<file path="src/rtl/axi4_lite_arbiter.sv">
// axi4_lite_arbiter: two-port round-robin arbiter feeding one AXI4-Lite master request interface
// Purpose : port 0 (instruction fetch) and port 1 (load/store) share one master; the winning
//           request is latched, issued as a single read/write pulse, and its response is
//           returned as a one-cycle done pulse on the owning port.
// Option  : define ARB_TIMEOUT_EN to add a WAIT watchdog that answers SLVERR after
//           TIMEOUT_CYCLES cycles without m_done.
// Ports   : iCLK/iRST        clock, synchronous active-low reset
//           pN_req/we/addr/wdata/wstrb   requester N inputs (N=0,1)
//           pN_rdata/resp/done           requester N response, valid only in the done cycle
//           m_write_req/m_read_req       one-cycle request pulses to the master
//           m_write_addr/data/strb, m_read_addr  latched request, 0 outside ISSUE/WAIT
//           m_done/m_rdata/m_resp        master completion and response
//           grant/busy                   current or last owner, not-IDLE flag
module axi4_lite_arbiter #(
    parameter int ADDR_WIDTH     = 32,
    parameter int DATA_WIDTH     = 32,
    parameter int TIMEOUT_CYCLES = 256
) (
    input  logic                    iCLK,
    input  logic                    iRST,
    input  logic                    p0_req,
    input  logic                    p0_we,
    input  logic [ADDR_WIDTH-1:0]   p0_addr,
    input  logic [DATA_WIDTH-1:0]   p0_wdata,
    input  logic [DATA_WIDTH/8-1:0] p0_wstrb,
    output logic [DATA_WIDTH-1:0]   p0_rdata,
    output logic [1:0]              p0_resp,
    output logic                    p0_done,
    input  logic                    p1_req,
    input  logic                    p1_we,
    input  logic [ADDR_WIDTH-1:0]   p1_addr,
    input  logic [DATA_WIDTH-1:0]   p1_wdata,
    input  logic [DATA_WIDTH/8-1:0] p1_wstrb,
    output logic [DATA_WIDTH-1:0]   p1_rdata,
    output logic [1:0]              p1_resp,
    output logic                    p1_done,
    output logic                    m_write_req,
    output logic                    m_read_req,
    output logic [ADDR_WIDTH-1:0]   m_write_addr,
    output logic [DATA_WIDTH-1:0]   m_write_data,
    output logic [DATA_WIDTH/8-1:0] m_write_strb,
    output logic [ADDR_WIDTH-1:0]   m_read_addr,
    input  logic                    m_done,
    input  logic [DATA_WIDTH-1:0]   m_rdata,
    input  logic [1:0]              m_resp,
    output logic                    grant,
    output logic                    busy
);
    typedef enum logic [1:0] {IDLE, ISSUE, WAIT, RESP} state_t;
    state_t                  r_state, w_next;
    logic                    r_last_grant, r_grant, r_we;
    logic [ADDR_WIDTH-1:0]   r_addr;
    logic [DATA_WIDTH-1:0]   r_wdata, r_rdata;
    logic [DATA_WIDTH/8-1:0] r_wstrb;
    logic [1:0]              r_resp;
    logic                    w_any, w_win, w_timeout, w_finish, w_act;
    assign w_any    = p0_req | p1_req;
    // On a tie the port that did not own the last completed transaction wins.
    assign w_win    = (p0_req & p1_req) ? ~r_last_grant : p1_req;
    assign w_finish = (r_state == WAIT) && (m_done || w_timeout);
    assign w_act    = (r_state == ISSUE) || (r_state == WAIT);
`ifdef ARB_TIMEOUT_EN
    localparam int CW = $clog2(TIMEOUT_CYCLES);
    logic [CW-1:0] r_cnt;
    // Held at zero outside WAIT, so it starts from zero on every WAIT entry.
    always_ff @(posedge iCLK) begin
        if (!iRST || r_state != WAIT) r_cnt <= '0;
        else                          r_cnt <= r_cnt + 1'b1;
    end
    // A real completion in the same cycle takes priority over the watchdog.
    assign w_timeout = (r_state == WAIT) && !m_done && (r_cnt == CW'(TIMEOUT_CYCLES - 1));
`else
    assign w_timeout = 1'b0;
`endif
    always_comb begin
        w_next = r_state;
        case (r_state)
            IDLE:    w_next = w_any ? ISSUE : IDLE;
            ISSUE:   w_next = WAIT;
            WAIT:    w_next = w_finish ? RESP : WAIT;
            default: w_next = IDLE;
        endcase
    end
    always_ff @(posedge iCLK) begin
        if (!iRST) begin
            r_state      <= IDLE;
            r_last_grant <= 1'b1;
            r_grant      <= 1'b0;
            r_we         <= 1'b0;
            r_addr       <= '0;
            r_wdata      <= '0;
            r_wstrb      <= '0;
            r_rdata      <= '0;
            r_resp       <= '0;
        end else begin
            r_state <= w_next;
            if (r_state == IDLE && w_any) begin
                r_grant <= w_win;
                r_we    <= w_win ? p1_we    : p0_we;
                r_addr  <= w_win ? p1_addr  : p0_addr;
                r_wdata <= w_win ? p1_wdata : p0_wdata;
                r_wstrb <= w_win ? p1_wstrb : p0_wstrb;
            end
            if (w_finish) begin
                r_last_grant <= r_grant;
                r_rdata      <= m_done ? m_rdata : '0;
                r_resp       <= m_done ? m_resp  : 2'b10;
            end
        end
    end
    assign m_write_req  = (r_state == ISSUE) &&  r_we;
    assign m_read_req   = (r_state == ISSUE) && !r_we;
    assign m_write_addr = w_act ? r_addr  : '0;
    assign m_read_addr  = w_act ? r_addr  : '0;
    assign m_write_data = w_act ? r_wdata : '0;
    assign m_write_strb = w_act ? r_wstrb : '0;
    assign p0_done      = (r_state == RESP) && !r_grant;
    assign p1_done      = (r_state == RESP) &&  r_grant;
    assign p0_rdata     = p0_done ? r_rdata : '0;
    assign p0_resp      = p0_done ? r_resp  : '0;
    assign p1_rdata     = p1_done ? r_rdata : '0;
    assign p1_resp      = p1_done ? r_resp  : '0;
    assign grant        = r_grant;
    assign busy         = r_state != IDLE;
endmodule

</file>
<file path="config.mk">
export PLATFORM = sky130hd
export DESIGN_NAME = axi4_lite_arbiter
export DESIGN_NICKNAME = d
export VERILOG_FILES = /design/src/rtl/axi4_lite_arbiter.sv
export SDC_FILE = /design/constraint.sdc
export NUM_CORES = 1
export LEC_CHECK = 0
export CAP_MARGIN = 20
export CORE_AREA = 3 3 134 136
export DETAILED_ROUTE_END_ITERATION = 8
export DIE_AREA = 0 0 137 139
export PLACE_DENSITY = 0.72
export SLEW_MARGIN = 20
export SYNTH_ARGS = -nofsm -noshare
export SYNTH_HDL_FRONTEND = slang
export SYNTH_SLANG_ARGS = --single-unit
</file>
<file path="constraint.sdc">
create_clock -name iCLK -period 2 [get_ports iCLK]
set_input_delay 0.4 -clock iCLK [delete_from_list [all_inputs] [get_ports iCLK]]
set_output_delay 0.4 -clock iCLK [all_outputs]
set_load 0.02 [all_outputs]
</file>
Word level (Yosys, flattened, before mapping)
Index checks and enable logic that the tools add are counted.
{"block": "classes", "n_eq_ne": 3, "n_mux": 17, "n_bitwise": 3, "n_reduce_logical": 11}
{"cell": "$mux 32", "count": 7}
{"cell": "$mux 4", "count": 2}
{"cell": "$logic_and 1x1->1", "count": 6}
{"cell": "$mux 2", "count": 3}
{"cell": "$pmux 2 s3", "count": 1}
{"cell": "$eq 2x2->1 const B", "count": 2}
{"cell": "$mux 1", "count": 4}
{"cell": "$eq 2x1->1 const B", "count": 1}
{"cell": "$logic_not 1->1", "count": 2}
{"cell": "$logic_not 2->1", "count": 1}
{"cell": "$reduce_bool 2->1", "count": 1}
{"cell": "$and 1x1->1", "count": 1}
{"cell": "$logic_or 1x1->1", "count": 1}
{"cell": "$not 1->1", "count": 1}
{"cell": "$or 1x1->1", "count": 1}
{"block": "word_totals", "reg_bits": 107, "inputBits": 177, "word_cells": 43}

Longest topological paths before layout
{"block": "logic_depth", "depth_word": 4, "mapped_depth": 7}

Worst setup path before layout
Ideal clock, no wire load.
{"block": "synth_timing", "path_type": "register to output", "from": "register r_state[0]", "to": "output m_write_data[25]", "arrival_time_ns": 1.438, "t_required_ns": 1.600, "path_slack_ns": 0.162, "path_stages_with_launch": 6, "path_buffers": 2, "path_cell_list": "dfxtp_1 inv_1 ha_1 clkbuf_1 clkbuf_1 and2_1"}
{"block": "synth_via", "elab_chain_len": 3}
{"element": "start: declaration", "line_no": "50", "text": "state_t r_state, w_next;"}
{"element": "start signal: assignment", "line_no": "96", "text": "r_state <= w_next;"}
{"element": "$eq 2x1->1 or $eq 2x2->1 (tied branches)", "line_no": "61", "text": "assign w_act = (r_state == ISSUE) || (r_state == WAIT);"}
{"element": "$logic_or 1x1->1 (*)", "line_no": "61"}
{"element": "$mux 32 (*)", "line_no": "115", "text": "assign m_write_data = w_act ? r_wdata : '0;"}
{"element": "end: declaration", "line_no": "40", "text": "output logic [DATA_WIDTH-1:0] m_write_data,"}
Every way passes the cells marked *; elsewhere a longest branch is shown, timed or not.

Final worst setup path
{"block": "layout_timing", "from": "register r_state[0]", "to": "output m_write_addr[12]"}
{"block": "layout_via", "elab_chain_len": 3}
{"element": "$eq 2x1->1 or $eq 2x2->1 (tied branches)", "line_no": "61"}
{"element": "$logic_or 1x1->1 (*)", "line_no": "61"}
{"element": "$mux 32 (*)", "line_no": "113", "text": "assign m_write_addr = w_act ? r_addr : '0;"}
{"element": "end: declaration", "line_no": "39", "text": "output logic [ADDR_WIDTH-1:0] m_write_addr,"}
Marked as above.

==> reports/qor.csv <==
stage;metric;value;unit
outcome;status;complete, no violations;
place;place_area;9210;um2
logic_synthesis;syn_area;5510;um2
drt;vias;6204;
logic_synthesis;avgSynthCellArea;7.42;um2
drt;wl_per_cell;17.1;um
cts;h-tree-depth;3;
logic_synthesis;synth.most_common_cell;nand2_1;
drt;drc;0;
timing;fin_skew;12.4;ps
critical_path;cp-start-kind;register;
logic_synthesis;synth-async-reset-ratio;0;
layout;drive_gt1_frac;0.290;
critical_path;cp_max_fo;8;
global_routing;grt_pass1_wl;32.3;mm
drt;routed_via_density;4.86;
logic_synthesis;synth-edff-count;0;
layout;fin_area;9690;um2
critical_path;crit_type;reg -> out;
logic_synthesis;postSynthCellCount;743;
critical_path;max_stage_delay;340;ps
place;port_buffers;350;
critical_path;rrSetupSlack;540;ps
cts;clk-insertion-delay-late;350;ps
place;dp_hpwl;15.0;mm
die;die-area;19000;um2
drt;routed_wl;21.8;mm
power_and_ir_drop;max-vdd-ir-drop;0.000389;V
logic_synthesis;yosysWarnings;0;
power_and_ir_drop;powerDensity;819;nW/um2
global_routing;gr-total-overflow;0;
critical_path;crit_buf_inv;4;
die;die_width;137;um
global_routing;grt_pass1_vias;5961;
die;core-area;17100;um2
critical_path;arrival;1590;ps
critical_path;crit_chain;inv_2, ha_4, buf_12, buf_16, and2_4, buf_6;
logic_synthesis;yosysUniqueCellTypes;22;
timing;tightest_slew;376;ps
timing;rsz0062_at_grt;yes;
timing;slew_viol_final;0;
global_routing;grtUsageTotal;0.213;
logic_synthesis;synthFlopType;dfxtp_1;
die;start_util;0.323;
global_routing;antenna_found_initial;0;
run;max_cap_violations;0;
power_and_ir_drop;fin_total_pwr;0.00794;W
cts;cts.sinks;107;
cts;numCtsBuffers;9;
cts;clockBufferDepth;2;
logic_synthesis;yosys-top-cells-area;dfxtp_1 (39%), a21oi_1 (13%), and2_1 (12%);
logic_synthesis;synth_fp_nets;925;
power_and_ir_drop;p_leak;4.29;nW
die;die_h;139;um
logic_synthesis;synth_top_area_share;0.389;
timing;min_period_over_period;0.996;
timing;timing.fmax;502;MHz
logic_synthesis;synth.yosys.seq_area_share;0.389;
min_path;hold_path_class;reg -> reg;
logic_synthesis;yosys.area.top_type;dfxtp_1;
timing;finalSetupViolCount;0;
drt;drtIter0Drc;308;
global_routing;grt_max_degree;67;
critical_path;cp_top_family;buffers and inverters;
cts;cts_root_buf;clkbuf_16;
timing;hold_viol;0;
timing;max_slew_margin;0.749;
layout;area_growth;75.9;%
layout;layout.nets;1227;
critical_path;crit_slowest_cell;dfxtp_2;
critical_path;crit_required;1600;ps
drt;ant_nets;0;
cts;cts_tree;done;
die;fp-row-count;48;
place;place.gp.congestion;0.802;
timing;period_minus_slack;1990;ps
drt;dr.pass1.iters;4;
critical_path;critPathCaptureType;primary output;
logic_synthesis;ys_ff_latch;107;
die;io_pins;351;
cts;path_clk_slew;70;ps
logic_synthesis;synthTopCellsByCount;nand2_1 (140), a21oi_1 (139), dfxtp_1 (107);
-- final cells by class --
class	count	area, um2
well taps	225	282
clock inverters	4	33.8
fillers	1566	7360
clock buffers	12	246
inverters	3	11.3
diodes	1	2.50
repair buffers	387	3890
multi-input cells	537	3090
flip-flops and latches	107	2140
-- registers in the layout (all words and copies together) (netlist names) --
signal,flops
r_state,2
r_wdata,32
r_we,1
r_last_grant,1
r_resp,2
r_wstrb,4
r_addr,32
r_rdata,32
grant,1
-- metal layers --
metal / share of wire / track usage / routed length [um]
met5: 0 / 0 / 0
met4: 0.018 / 0.0636 / 402
met3: 0.098 / 0.0679 / 2140
met2: 0.50 / 0.372 / 10900
met1: 0.38 / 0.246 / 8390
-- power by group --
part / internal [W] / switching (W)
logic: 0.00167 / 0.00186
clock network: 0.000891 / 0.000827
registers: 0.00249 / 0.000190
-- through the flow --
| stage | setup WS (ps) | util | TNS (ps) | hold slack (ps) | instances |
|---|---|---|---|---|---|
| 4_1_cts | -125 | 0.554 | -2190 | 481 | 1276 |
| 3_5_place_dp | -179 | 0.540 | -16360 | 466 | 1250 |
| 3_3_place_gp | -161 | 0.540 | -13360 | 457 | 1250 |
| 2_1_floorplan | 162 | - | 0 | 447 | 743 |
| 5_1_grt | -60.5 | 0.568 | -3460 | 502 | 1275 |
| 6_report | 8.02 | 0.568 | 0 | 480 | 1276 |
-- final timing paths --
path,start,depth (start not counted),endpoint
max,r_state[0],6,m_write_addr[12]
max reg2reg,r_state[1],7,r_rdata[0]
min reg2reg,r_resp[1],2,r_resp[1]
min,r_resp[1],2,r_resp[1]
-- placed cells by master (no fill, tap or decap), drive strengths merged, types with 2 or more instances in the layout --
master	count
buf	207
clkdlybuf4s50	175
nand2	140
a21oi	139
dfxtp	107
and2	106
o21ai	70
a21boi	35
and3	34
clkbuf	15
ha	5
inv	4
nor2b	2
clkinv	2
dlygate4sd2	2
-- worst min-delay path, stage by stage, from the launching register on --
cell and delay (ps):
dfxtp_1 320, nand2_1 50, a21boi_0 60
-- repair_timing --
item / 4_1_cts / 5_1_grt
pin swaps: 33 / 6
hold buffers: 0 / 0
setup endpoints to repair: 174 / 99
setup buffers: 5 / 2
cloned: 5 / 1
resized for setup: 884 / 101
-- kinds of logic (layout without fill, tap and decap cells) --
logic type / after synthesis / after routing / share of synthesized area
compound gates: 247 / 247 / 0.243
fa+ha+maj: 5 / 5 / 0.0114
buf+inv: 99 / 406 / 0.0970
flops: 107 / 107 / 0.389
other cells: 0 / 1 / 0
simple gates: 285 / 285 / 0.260
Note: power is estimated with default switching activity, not from simulation.
